==> src/rtl/fp_mul_pkg.sv <==
// fp_mul_pkg: shared state encoding, flag positions and width-derived
// constants for the sequential floating-point multiplier.
package fp_mul_pkg;

   typedef enum logic [2:0] {
      IDLE,
      MUL,
      NORM,
      RND,
      DONE
   } state_e;

   // Bit positions inside the 4-bit flag vector {invalid, overflow, underflow, inexact}
   localparam int FLAG_INVALID   = 3;
   localparam int FLAG_OVERFLOW  = 2;
   localparam int FLAG_UNDERFLOW = 1;
   localparam int FLAG_INEXACT   = 0;

   // Exponent bias for an expW-bit exponent field
   function automatic int biasOf(input int expW);
      return (1 << (expW - 1)) - 1;
   endfunction

   // All-ones exponent pattern, right-aligned in 64 bits
   function automatic logic [63:0] expOnesOf(input int expW);
      return (64'd1 << expW) - 64'd1;
   endfunction

   // Canonical quiet NaN {0, all-ones exp, 1 followed by zeros}, right-aligned
   function automatic logic [63:0] qnanOf(input int expW, input int manW);
      return (expOnesOf(expW) << manW) | (64'd1 << (manW - 1));
   endfunction

endpackage

==> src/rtl/fp_classify.sv <==
// fp_classify: decodes one operand's exponent and fraction into the
// zero (denormals flushed), infinity and NaN classes.
module fp_classify
   import fp_mul_pkg::*;
#(
   parameter int EXP_W = 8,
   parameter int MAN_W = 23
) (
   input  logic [EXP_W-1:0] exp_i,
   input  logic [MAN_W-1:0] frac_i,
   output logic             isZero_o,
   output logic             isInf_o,
   output logic             isNan_o
);

   localparam logic [63:0] ONES64 = expOnesOf(EXP_W);

   logic expOnes;

   // A zero exponent covers both true zero and denormals, which are flushed
   assign expOnes  = (exp_i == ONES64[EXP_W-1:0]);
   assign isZero_o = (exp_i == '0);
   assign isInf_o  = expOnes & (frac_i == '0);
   assign isNan_o  = expOnes & (frac_i != '0);

endmodule

==> src/rtl/fp_mul_seq.sv <==
// fp_mul_seq: multi-cycle IEEE-754 style multiplier with a shift-add
// significand datapath, FTZ inputs and exception flags.
// Optional feature macro: FP_MUL_RNE_EN selects round-to-nearest-even;
// without it the result is truncated toward zero.
module fp_mul_seq
   import fp_mul_pkg::*;
#(
   parameter int EXP_W = 8,
   parameter int MAN_W = 23
) (
   input  logic                   clk,
   input  logic                   rst_n,
   input  logic                   in_valid,
   output logic                   in_ready,
   input  logic [EXP_W+MAN_W:0]   in_a,
   input  logic [EXP_W+MAN_W:0]   in_b,
   output logic                   out_valid,
   input  logic                   out_ready,
   output logic [EXP_W+MAN_W:0]   out_result,
   output logic [3:0]             out_flags
);

   localparam int W  = 1 + EXP_W + MAN_W;
   localparam int SW = MAN_W + 1;
   localparam int PW = 2 * SW;
   localparam int XW = EXP_W + 2;
   localparam int CW = $clog2(MAN_W + 1);

   localparam logic [63:0]          QNAN64   = qnanOf(EXP_W, MAN_W);
   localparam logic [63:0]          ONES64   = expOnesOf(EXP_W);
   localparam logic signed [XW-1:0] BIAS_X   = XW'(biasOf(EXP_W));
   localparam logic signed [XW-1:0] MAXEXP_X = XW'(ONES64[EXP_W-1:0]);
   localparam logic signed [XW-1:0] ONE_X    = XW'(1);
   localparam logic signed [XW-1:0] ZERO_X   = '0;

   state_e                  state_q, state_d;
   logic                    sign_q, sign_d;
   logic signed [XW-1:0]    exp_q, exp_d;
   logic [PW-1:0]           acc_q, acc_d;
   logic [PW-1:0]           mcand_q, mcand_d;
   logic [SW-1:0]           mplier_q, mplier_d;
   logic [CW-1:0]           cnt_q, cnt_d;
   logic [MAN_W-1:0]        man_q, man_d;
   logic                    guard_q, guard_d;
   logic                    sticky_q, sticky_d;
   logic [W-1:0]            result_q, result_d;
   logic [3:0]              flags_q, flags_d;

   logic                    aZero, aInf, aNan, bZero, bInf, bNan;
   logic                    signX;
   logic [SW-1:0]           sigA, sigB;
   logic [EXP_W-1:0]        expA, expB;
   logic                    roundUp;
   logic [MAN_W:0]          manSum;
   logic signed [XW-1:0]    expR;

   fp_classify #(.EXP_W(EXP_W), .MAN_W(MAN_W)) uClassA (
      .exp_i    (expA),
      .frac_i   (in_a[MAN_W-1:0]),
      .isZero_o (aZero),
      .isInf_o  (aInf),
      .isNan_o  (aNan)
   );

   fp_classify #(.EXP_W(EXP_W), .MAN_W(MAN_W)) uClassB (
      .exp_i    (expB),
      .frac_i   (in_b[MAN_W-1:0]),
      .isZero_o (bZero),
      .isInf_o  (bInf),
      .isNan_o  (bNan)
   );

   // Operand field split and hidden-bit restoration
   assign expA  = in_a[W-2:MAN_W];
   assign expB  = in_b[W-2:MAN_W];
   assign sigA  = {1'b1, in_a[MAN_W-1:0]};
   assign sigB  = {1'b1, in_b[MAN_W-1:0]};
   assign signX = in_a[W-1] ^ in_b[W-1];

   // Handshake and result outputs decode straight from registered state
   assign in_ready   = (state_q == IDLE);
   assign out_valid  = (state_q == DONE);
   assign out_result = result_q;
   assign out_flags  = flags_q;

   // State and datapath registers; reset aborts any operation in flight
   always_ff @(posedge clk or negedge rst_n) begin
      if (!rst_n) begin
         state_q  <= IDLE;
         sign_q   <= 1'b0;
         exp_q    <= '0;
         acc_q    <= '0;
         mcand_q  <= '0;
         mplier_q <= '0;
         cnt_q    <= '0;
         man_q    <= '0;
         guard_q  <= 1'b0;
         sticky_q <= 1'b0;
         result_q <= '0;
         flags_q  <= '0;
      end else begin
         state_q  <= state_d;
         sign_q   <= sign_d;
         exp_q    <= exp_d;
         acc_q    <= acc_d;
         mcand_q  <= mcand_d;
         mplier_q <= mplier_d;
         cnt_q    <= cnt_d;
         man_q    <= man_d;
         guard_q  <= guard_d;
         sticky_q <= sticky_d;
         result_q <= result_d;
         flags_q  <= flags_d;
      end
   end

   // Next-state logic: classify at accept, shift-add, normalise, round, hold
   always_comb begin
      state_d  = state_q;
      sign_d   = sign_q;
      exp_d    = exp_q;
      acc_d    = acc_q;
      mcand_d  = mcand_q;
      mplier_d = mplier_q;
      cnt_d    = cnt_q;
      man_d    = man_q;
      guard_d  = guard_q;
      sticky_d = sticky_q;
      result_d = result_q;
      flags_d  = flags_q;
      roundUp  = 1'b0;
      manSum   = '0;
      expR     = '0;

      case (state_q)
         IDLE: begin
            if (in_valid) begin
               sign_d  = signX;
               exp_d   = $signed({2'b00, expA}) + $signed({2'b00, expB}) - BIAS_X;
               flags_d = '0;
               if (aNan | bNan | (aInf & bZero) | (aZero & bInf)) begin
                  result_d               = QNAN64[W-1:0];
                  flags_d[FLAG_INVALID]  = 1'b1;
                  state_d                = DONE;
               end else if (aInf | bInf) begin
                  result_d = {signX, ONES64[EXP_W-1:0], {MAN_W{1'b0}}};
                  state_d  = DONE;
               end else if (aZero | bZero) begin
                  result_d = {signX, {(W-1){1'b0}}};
                  state_d  = DONE;
               end else begin
                  // The accept cycle already performs the bit-0 partial product
                  acc_d    = sigB[0] ? {{SW{1'b0}}, sigA} : '0;
                  mcand_d  = {{(SW-1){1'b0}}, sigA, 1'b0};
                  mplier_d = sigB >> 1;
                  cnt_d    = CW'(1);
                  state_d  = MUL;
               end
            end
         end
         MUL: begin
            if (mplier_q[0]) begin
               acc_d = acc_q + mcand_q;
            end
            mcand_d  = mcand_q << 1;
            mplier_d = mplier_q >> 1;
            cnt_d    = cnt_q + CW'(1);
            if (cnt_q == CW'(MAN_W)) begin
               state_d = NORM;
            end
         end
         NORM: begin
            if (acc_q[PW-1]) begin
               man_d    = acc_q[PW-2 -: MAN_W];
               guard_d  = acc_q[PW-2-MAN_W];
               sticky_d = |acc_q[PW-3-MAN_W:0];
               exp_d    = exp_q + ONE_X;
            end else begin
               man_d    = acc_q[PW-3 -: MAN_W];
               guard_d  = acc_q[PW-3-MAN_W];
               sticky_d = |acc_q[PW-4-MAN_W:0];
            end
            state_d = RND;
         end
         RND: begin
`ifdef FP_MUL_RNE_EN
            roundUp = guard_q & (sticky_q | man_q[0]);
`else
            roundUp = 1'b0;
`endif
            manSum = {1'b0, man_q} + {{MAN_W{1'b0}}, roundUp};
            expR   = exp_q + (manSum[MAN_W] ? ONE_X : ZERO_X);
            flags_d = '0;
            if (expR >= MAXEXP_X) begin
               result_d                = {sign_q, ONES64[EXP_W-1:0], {MAN_W{1'b0}}};
               flags_d[FLAG_OVERFLOW]  = 1'b1;
               flags_d[FLAG_INEXACT]   = 1'b1;
            end else if (expR <= ZERO_X) begin
               result_d                = {sign_q, {(W-1){1'b0}}};
               flags_d[FLAG_UNDERFLOW] = 1'b1;
               flags_d[FLAG_INEXACT]   = 1'b1;
            end else begin
               result_d              = {sign_q, expR[EXP_W-1:0], manSum[MAN_W-1:0]};
               flags_d[FLAG_INEXACT] = guard_q | sticky_q;
            end
            state_d = DONE;
         end
         DONE: begin
            if (out_ready) begin
               state_d = IDLE;
            end
         end
         default: begin
            state_d = IDLE;
         end
      endcase
   end

endmodule

==> config.mk <==
export PLATFORM = sky130hd
export DESIGN_NAME = fp_mul_seq
export DESIGN_NICKNAME = d
export VERILOG_FILES = /design/src/rtl/fp_mul_pkg.sv /design/src/rtl/fp_classify.sv /design/src/rtl/fp_mul_seq.sv
export SDC_FILE = /design/constraint.sdc
export NUM_CORES = 1
export LEC_CHECK = 0
export CAP_MARGIN = 20
export CORE_MARGIN = 4
export CORE_UTILIZATION = 50
export CTS_BUF_LIST = sky130_fd_sc_hd__clkbuf_16
export CTS_CLUSTER_SIZE = 40
export DETAILED_ROUTE_END_ITERATION = 8
export HOLD_SLACK_MARGIN = 0.05
export PLACE_DENSITY = 0.69
export SLEW_MARGIN = 20
export SYNTH_ARGS = -nofsm -noshare
export SYNTH_HDL_FRONTEND = slang
export SYNTH_SLANG_ARGS = --single-unit
export TNS_END_PERCENT = 1
==> constraint.sdc <==
create_clock -name clk -period 3.65 [get_ports clk]
set_input_delay 0.9125 -clock clk [delete_from_list [all_inputs] [get_ports clk]]
set_output_delay 0.9125 -clock clk [all_outputs]
set_load 0.01 [all_outputs]
==> impl_metrics.env <==
export IMPL_final_layout_size_suffix_gt1_share_pct=5.90
export IMPL_start_util_pct=50.8
export IMPL_grt_start_max_net_pins=88
export IMPL_stdcell_area_um2=13400
export IMPL_dp_hpwl_um=19700
export IMPL_cts_buffers=17
export IMPL_critPathMaxFanout=3
export IMPL_first_iter_violations=547
export IMPL_setup_viol=0
export IMPL_netlist_area_leader_share_pct=43.3
export IMPL_vias=9587
export IMPL_cts_resized=0
export IMPL_diodes=0
export IMPL_regToRegStartpoint="acc_q[2]$_DFFE_PN0P_"
export IMPL_grt_overflow_total=0
export IMPL_cts_reportedPaths_clkPinSlew_ns=0.09
export IMPL_die_y_um=159
export IMPL_io_pins=106
export IMPL_rsz0062_at_grt="false"
export IMPL_ys_async_sr_fraction_pct=100
export IMPL_die_area_um2=25400
export IMPL_ys_types=70
export IMPL_clkPwrFrac_pct=16.4
export IMPL_p_sw_w=0.00543
export IMPL_wl_met3_um=1340
export IMPL_hold_buffers=0
export IMPL_worstSkewPairLatency_ns=0.45
export IMPL_hold_viol=0
export IMPL_yosysSeqAreaShare_pct=43.3
export IMPL_status="complete, no violations"
export IMPL_wirelength_um=27400
export IMPL_synth_ff_type="dfrtp_1"
export IMPL_viasPerCell=5.78
export IMPL_cp_end_kind="register"
export IMPL_synth_area_leaders="dfrtp_1 (43%), nand2_1 (7.4%), ha_1 (7.0%)"
export IMPL_slew_violations=0
export IMPL_leakage_nw=6.05
export IMPL_dp_slack_ns=-0.0191
export IMPL_synth_area_per_cell_um2=8.90
export IMPL_hold_path_class="in2async"
export IMPL_p_sw_share_pct=45.2
export IMPL_detail_route_antenna_nets=0
export IMPL_top_layer="met4"
export IMPL_synth_edff_count=0
export IMPL_gp_congestion=0.890
export IMPL_route_detailed_drc=0
export IMPL_cts_sinks=198
export IMPL_wl_per_cell_um=16.5
export IMPL_max_slew_margin_rel_pct=32.1
export IMPL_num_rows=55
export IMPL_fin_skew_ns=0.0159
export IMPL_yosys_warnings=0
export IMPL_max_freq_ghz=0.303
export IMPL_synth_top_cell_by_area="dfrtp_1"
export IMPL_cts_tree="done"
export IMPL_power_density_nw_per_um2=894
export IMPL_syn_cell_area_um2=11500
export IMPL_cts_buffer_depth=2
export IMPL_die_w_um=159
export IMPL_cp_start_kind="register"
export IMPL_worst_slack_ns=0.347
export IMPL_syn_to_final_growth_pct=17.2
export IMPL_cap_violations=0
export IMPL_core_area_um2=22600
export IMPL_drt_first_pass_iters=5
export IMPL_cts_root_buf="clkbuf_16"
export IMPL_ff2ff_path_depth=12
export IMPL_post_cts_buffers=0
export IMPL_startpoint="acc_q[2]$_DFFE_PN0P_"
export IMPL_synth_seq_cells=198
export IMPL_post_route_period_util_pct=90.5
export IMPL_comb_power_share_pct=52.3
export IMPL_synth_common_cells="nand2_1 (225), dfrtp_1 (198), nor2_1 (110), o21ai_0 (109), a21oi_1 (77)"
export IMPL_wl_met1_um=13600
export IMPL_critPathKind="reg2reg"
export IMPL_nets=1495
export IMPL_peakVddDrop_mv=0.443
export IMPL_tightest_slew_ns=1.02
export IMPL_met2_length_um=12000
export IMPL_final_min_clock_period_ns=3.30
export IMPL_synth_most_common_cell="nand2_1"
export IMPL_p_total_w=0.0120
export IMPL_placedInstanceArea_um2=12800
export IMPL_antenna_found_initial=0
export IMPL_synthCells=1287
export IMPL_grt_use_total_pct=21.6
export IMPL_synth_nets=1421
export IMPL_h_tree_depth=4
export IMPL_port_buffers=105
export IMPL_p_int_w=0.00658
export IMPL_p_seq_share_pct=31.3
export IMPL_required_ns=4.03
export IMPL_cp_arrival_ns=3.68
export IMPL_grt_pass1_vias=9131
export IMPL_grt_pass1_wl_um=46100
==> per-stage QoR <==
step                      instances  setup TNS (ns)  util (%)  hold slack (ns)
after global placement         1627               0      56.7            0.463
after detailed placement       1627         -0.0191      56.7            0.470
final                          1659               0      59.5            0.441
after floorplan                1287               0         -            0.450
after CTS                      1659               0      59.5            0.459
after global routing           1659               0      59.5            0.474
==> metal layers <==
layer | vias to the layer above | global-route usage [%]
met4 | 0 | 6.07
met5 | - | 0
li1 | 4786 | -
met1 | 4556 | 31.7
met3 | 26 | 3.44
met2 | 219 | 33.2
==> power groups by stage <==
stage | Combinational (W) | Sequential (W) | Clock, W
2_1_floorplan | 0.00498 | 0.00352 | 0
3_3_place_gp | 0.00608 | 0.00377 | 0
3_5_place_dp | 0.00623 | 0.00379 | 0
4_1_cts | 0.00628 | 0.00375 | 0.00199
5_1_grt | 0.00709 | 0.00387 | 0.00209
6_report | 0.00628 | 0.00376 | 0.00197
==> logic make-up (layout without fill, tap and decap cells) <==
group	Yosys count	after routing	synth area share (%)
xor gates and xnor gates	49	49	3.75
AOI/OAI and AO/OA	403	403	22.9
buffers and inverters	91	178	3.06
DFF	198	198	43.3
adders and majority gates	66	66	7.34
muxes	25	25	2.18
and+or+nand+nor	455	455	17.5
==> flip-flops by register name, indices dropped and copies added (netlist names), 4 cells and up <==
register    count
acc_q          48
mplier_q       23
out_result     32
exp_q          10
man_q          23
cnt_q           5
out_flags       4
mcand_q        47
==> path summary, 6_finish.rpt <==
path | end | slack (ns)
max | acc_q[32]$_DFFE_PN0P_ | 0.35
max reg2reg | acc_q[32]$_DFFE_PN0P_ | 0.35
min in group clk | out_result[28]$_DFFE_PN0P_ | 0.48
min | out_result[19]$_DFFE_PN0P_ | 0.44
min reg2reg | out_result[28]$_DFFE_PN0P_ | 0.48
max in group asynchronous | exp_q[7]$_DFFE_PN0P_ | 2.21
==> placed cells by master, fill, tap and decap left out, types with 24 or more instances in the layout <==
cell type	count
a21o_1	31
a21oi_1	77
a22o_1	48
a31oi_1	69
clkdlybuf4s50_1	104
dfrtp_1	198
ha_1	64
mux2i_1	25
nand2_1	224
nand3_1	24
nor2_1	109
o21ai_0	109
xnor2_1	25
xor2_1	24
==> worst max-delay path, cell delays in order, from the launching register on <==
cell and delay, ns:
dfrtp_1 0.43, ha_1 0.29, a21o_1 0.10, a21o_1 0.17
a211oi_2 0.11, o21bai_1 0.32, a221o_1 0.24, nand3_1 0.16
and2_1 0.24, o41ai_1 0.69, a21oi_1 0.16, xor2_1 0.18
o21ai_0 0.13
==> area by class of cell <==
class / count / area [um2]
Fill cell: 2035 / 9140
Inverter: 23 / 86.3
Sequential cell: 198 / 4950
Multi-Input combinational cell: 998 / 6180
Tap cell: 285 / 357
Timing Repair Buffer: 123 / 1230
Clock buffer: 17 / 425
Clock inverter: 15 / 199
Power figures use the tool's default switching activity.
